## src/rtl/fifo_rr_arbiter.sv

```systemverilog
`default_nettype none
// ============================================================================
// Module  : fifo_rr_arbiter
// Brief   : Round-robin packet arbiter that merges NSRC rdy/en streams into one
//           registered output stream. Optional o_id port is enabled by defining
//           FIFO_ARB_SRCID_EN.
// Revision: 1.0 - initial release
// ============================================================================
module fifo_rr_arbiter #(
    parameter int NSRC = 4,
    parameter int DW   = 8,
    parameter int IDW  = 3
) (
    input  logic                 clk,
    input  logic                 rstn,
    input  logic [NSRC-1:0]      i_en,
    input  logic [NSRC*DW-1:0]   i_data,
    input  logic [NSRC-1:0]      i_last,
    output logic [NSRC-1:0]      i_rdy,
    input  logic                 o_rdy,
    output logic                 o_en,
    output logic [DW-1:0]        o_data,
    output logic                 o_last
`ifdef FIFO_ARB_SRCID_EN
    ,
    output logic [IDW-1:0]       o_id
`endif
);

    typedef enum logic [0:0] {
        ST_IDLE = 1'b0,
        ST_LOCK = 1'b1
    } state_t;

    state_t           r_state;
    logic [IDW-1:0]   r_grant;
    logic [IDW-1:0]   r_rr_ptr;

    logic [NSRC-1:0]  w_sel;
    logic [DW-1:0]    w_gnt_data;
    logic             w_gnt_en;
    logic             w_gnt_last;
    logic             w_out_free;
    logic             w_accept;
    logic             w_any_req;
    logic [IDW-1:0]   w_pick;

    assign w_out_free = ~o_en | o_rdy;
    assign w_any_req  = |i_en;

    always_comb begin : p_grant_mux
        w_sel      = '0;
        w_gnt_data = '0;
        for (int s = 0; s < NSRC; s++) begin
            w_sel[s] = (r_grant == IDW'(s));
            if (w_sel[s]) begin
                w_gnt_data = i_data[s*DW +: DW];
            end
        end
    end

    assign w_gnt_en   = |(i_en & w_sel);
    assign w_gnt_last = |(i_last & w_sel);
    assign i_rdy      = ((r_state == ST_LOCK) && w_out_free) ? w_sel : '0;
    assign w_accept   = (r_state == ST_LOCK) && w_gnt_en && w_out_free;

    // Search starts just after the last packet's owner; indices wrap at NSRC, not 2**IDW.
    always_comb begin : p_rr_search
        logic found;
        found  = 1'b0;
        w_pick = '0;
        for (int k = 1; k <= NSRC; k++) begin
            for (int s = 0; s < NSRC; s++) begin
                if (!found && i_en[s] && (s == ((int'(r_rr_ptr) + k) % NSRC))) begin
                    found  = 1'b1;
                    w_pick = IDW'(s);
                end
            end
        end
    end

    always_ff @(posedge clk or negedge rstn) begin
        if (!rstn) begin
            r_state  <= ST_IDLE;
            r_grant  <= '0;
            r_rr_ptr <= IDW'(NSRC - 1);
            o_en     <= 1'b0;
            o_data   <= '0;
            o_last   <= 1'b0;
        end else begin
            if (w_accept) begin
                o_en   <= 1'b1;
                o_data <= w_gnt_data;
                o_last <= w_gnt_last;
            end else if (w_out_free) begin
                o_en   <= 1'b0;
            end

            case (r_state)
                ST_IDLE: begin
                    if (w_any_req) begin
                        r_grant <= w_pick;
                        r_state <= ST_LOCK;
                    end
                end
                ST_LOCK: begin
                    // Grant is held through source gaps until the last beat is taken.
                    if (w_accept && w_gnt_last) begin
                        r_rr_ptr <= r_grant;
                        r_state  <= ST_IDLE;
                    end
                end
                default: r_state <= ST_IDLE;
            endcase
        end
    end

`ifdef FIFO_ARB_SRCID_EN
    always_ff @(posedge clk or negedge rstn) begin
        if (!rstn) begin
            o_id <= '0;
        end else if (w_accept) begin
            o_id <= r_grant;
        end
    end
`endif

endmodule
`default_nettype wire

```

## config.mk

```make
export PLATFORM = sky130hd
export DESIGN_NAME = fifo_rr_arbiter
export DESIGN_NICKNAME = d
export VERILOG_FILES = /design/src/rtl/fifo_rr_arbiter.sv
export SDC_FILE = /design/constraint.sdc
export NUM_CORES = 1
export LEC_CHECK = 0
export ABC_AREA = 1
export BUFFER_PORTS_ARGS = -buffer_cell sky130_fd_sc_hd__buf_4
export CORE_MARGIN = 1
export CORE_UTILIZATION = 40
export CTS_CLUSTER_SIZE = 28
export DETAILED_ROUTE_END_ITERATION = 7
export GPL_TIMING_DRIVEN = 0
export MAX_ROUTING_LAYER = met4
export PLACE_DENSITY = 0.73
export SLEW_MARGIN = 25
export SYNTH_ARGS = -nofsm -noshare
export SYNTH_HDL_FRONTEND = slang
export SYNTH_SLANG_ARGS = --single-unit
```

## constraint.sdc

```tcl
create_clock -name clk -period 1.96 [get_ports clk]
set_input_delay 0.294 -clock clk [delete_from_list [all_inputs] [get_ports clk]]
set_output_delay 0.294 -clock clk [all_outputs]
set_load 0.02 [all_outputs]
```

==> impl_metrics.csv <==
group,metric,value,unit
outcome,outcome,"complete, no violations",
final_layout,register_area,379,sq um
placement,place_area,1530,sq um
synth,yosys_warnings,0,
power_and_ir_drop,pwr_density_cell,1510,nW/um^2
power_and_ir_drop,ir_drop,1060,uV
worst_setup_path,arrival,2060,ps
floorplanning,die_area,2890,sq um
global_route,grt_pass1_wl,5380,um
final_layout,post-route-util,66.0,%
synth,syn-num-nets,205,
floorplanning,die_w,53.7,um
sta,maxSlewHeadroom,53.5,%
synth,ys_ff_latch,15,
worst_hold_path,hold_class,"in2reg",
global_route,grt_usage,26.4,%
final_layout,fillers,233,
synth,avgSynthCellArea,6.61,sq um
floorplanning,core_area,2500,sq um
synth,ys_seq_area_share,35.3,%
global_route,grt_max_degree,16,
clocking,cts.htree.levels,1,
clocking,cts_tree,"yes",
sta,layout_setup_ws,83.8,ps
clocking,clockBufferDepth,2,
synth,yosysUniqueCellTypes,22,
worst_setup_path,end_kind,"flop",
sta,rsz0062_at_grt,"true",
floorplanning,num_rows,18,
final_layout,drive_gt1_share,37.2,%
power_and_ir_drop,p_leak,0.000846,uW
final_layout,multi_input_area,668,sq um
sta,period_needed,1880,ps
route,routedWlPerCell,13.5,um
worst_setup_path,crit_path_start_kind,"flop",
floorplanning,die_y,53.7,um
sta,fin_crit_sh,95.7,%
sta,clock-skew-final,3.83,ps
job,max_cap_violations,0,
sta,hold_viol_final,0,
clocking,root_buffer,"clkbuf_4",
route,drt-total-wl,3450,um
route,vias,1376,
sta,slew_viol_final,0,
sta,final-setup-viol-count,0,
worst_setup_path,worstPathMaxFanout,6,
global_route,antenna_found_initial,0,
global_route,gr-total-overflow,0,
power_and_ir_drop,fin_total_pwr,2490,uW
route,drtAntennaViolNets,0,
floorplanning,initial_core_util,42.8,%
global_route,grt_pass1_vias,1262,
route,dr.pass1.iters,4,
synth,syn-cell-area,1070,sq um
clocking,cts_sinks,15,
worst_setup_path,required,2150,ps
final_layout,insertedDiodeCount,0,
placement,place.port_buffers,56,
floorplanning,io_pins,57,
clocking,clk_latency,290,ps
final_layout,finalInstanceArea,1650,sq um
placement,pre_cts_slack,101,ps
placement,dp_hpwl,2660,um
sta,fmax,533,MHz
worst_setup_path,criticalPathCategory,"reg2reg",
route,drc,0,
route,first_iter_violations,49,
sta,tightest_slew,691,ps
final_layout,syn2layout_area_growth,54.1,%
route,vias_per_cell,5.38,
placement,place.gp.congestion,0.837,
clocking,cts_buffers,3,
final_layout,fin_nets,270,
clocking,clk_pin_slew_worst_paths,90,ps
synth,syn_inst,162,
-- cell type report --
class	count	area share [%]
plain buffers	3	0.986
clock buffers	4	1.59
inverters	16	3.79
multi-input cells	127	40.5
flip-flops and latches	15	23.0
well taps	30	2.27
repair buffers	61	27.9
-- logic make-up (layout without fill, tap and decap cells) --
family | count (synthesis) | after routing | share of synthesized area (%)
AO/OA/AOI/OAI | 27 | 27 | 15.8
buffers and inverters | 20 | 84 | 7.24
flip-flops | 15 | 15 | 35.3
AND/OR/NAND/NOR | 100 | 100 | 41.7
-- metrics by stage --
| stage | cells | hold WS [ps] | setup TNS (ps) |
|---|---|---|---|
| after floorplan | 162 | -1.59 | 0 |
| final | 256 | 208 | 0 |
| after detailed placement | 248 | 161 | 0 |
| after global placement | 248 | 156 | 0 |
| after CTS | 253 | 183 | 0 |
| after global routing | 256 | 207 | -95.9 |
-- cells in the final DEF (no fill, tap or decap), types with 2 or more instances in the layout --
cell type | Yosys | routed
clkbuf_4 | 0 | 4
nor3_1 | 2 | 2
nand2_2 | 2 | 3
nand2_1 | 46 | 45
buf_4 | 0 | 60
inv_1 | 13 | 12
dfstp_2 | 2 | 2
a221oi_1 | 7 | 7
clkbuf_1 | 2 | 2
nand4_1 | 5 | 5
nand3_2 | 0 | 2
o21ai_0 | 14 | 13
inv_2 | 3 | 3
nand3_1 | 15 | 13
dfrtp_1 | 13 | 12
o21ai_1 | 2 | 3
nor2_1 | 24 | 23
nand4_4 | 0 | 2
nor2_4 | 1 | 5
-- registers in the layout, summed over array words and instances, names as in the netlist --
signal / flops
o_data: 8
r_grant: 2
r_state: 1
r_rr_ptr: 2
o_last: 1
o_en: 1
-- metal layers --
layer	part of all wire [%]	GRT usage (%)
met3	7.7	5.37
met2	48	43.8
met1	43	32.9
met5	0	-
met4	1.3	5.26
-- power breakdown --
group	total [uW]	leakage [uW]	internal (uW)	switching, uW
Sequential	605	0.000178	477	128
Clock	183	0.0000150	79.2	104
Combinational	1700	0.000652	676	1030
-- critical path, cell delays in order, from the launching register on --
cell and delay, ps:
dfstp_2 620, inv_2 70, nor2_1 140, inv_1 90, nor2_1 210, nor2_4 60, buf_4 140, nand4_1 60
nand2_1 60, nor2_1 100, nand2_1 70, nor2_1 110, nor2_1 60
-- synthesized netlist by cell type --
| library cell | instances | area [sq um] |
|---|---|---|
| buf_2 | 2 | 10.0 |
| a21o_1 | 1 | 7.51 |
| nor2_4 | 1 | 11.3 |
| o21ai_1 | 2 | 10.0 |
| a21oi_1 | 1 | 5.00 |
| nor2_2 | 3 | 18.8 |
| o22ai_1 | 1 | 6.26 |
| nand4_1 | 5 | 31.3 |
| nand2_2 | 2 | 12.5 |
| clkbuf_1 | 2 | 7.51 |
| dfrtp_1 | 13 | 325 |
| nand2_1 | 46 | 173 |
| nand4_2 | 2 | 25.0 |
| o21ai_0 | 14 | 70.1 |
| nor3_1 | 2 | 10.0 |
| a41oi_1 | 1 | 8.76 |
| a221oi_1 | 7 | 61.3 |
| inv_2 | 3 | 11.3 |
| nor2_1 | 24 | 90.1 |
| nand3_1 | 15 | 75.1 |
| dfstp_2 | 2 | 52.6 |
| inv_1 | 13 | 48.8 |
-- worst paths after layout --
kind | start | to | slack [ps] | depth (start not counted)
worst max-delay path | r_rr_ptr[0]$_DFFE_PN1P_ | r_grant[1]$_DFFE_PN0P_ | 80 | 12
worst min-delay path | o_rdy | o_en$_DFFE_PN0P_ | 210 | 2
worst max register to register | r_rr_ptr[0]$_DFFE_PN1P_ | r_grant[1]$_DFFE_PN0P_ | 80 | 12
worst min register to register | o_data[0]$_DFFE_PN0P_ | o_data[0]$_DFFE_PN0P_ | 490 | 2
max in group asynchronous | rstn | r_rr_ptr[1]$_DFFE_PN1P_ | 1310 | 2
min in group asynchronous | rstn | r_state$_DFF_PN0_ | 400 | 2
-- timing repair --
| item | in CTS | in global routing |
|---|---|---|
| resized for setup | 1 | 16 |
| setup endpoints to repair | 1 | 13 |
| gates cloned | 0 | 0 |
| buffers inserted | 0 | 4 |
| pin swaps | 0 | 8 |
| hold buffers | 1 | 0 |
| hold endpoints to repair | 13 | 0 |
Note: power is estimated with default switching activity, not from simulation.
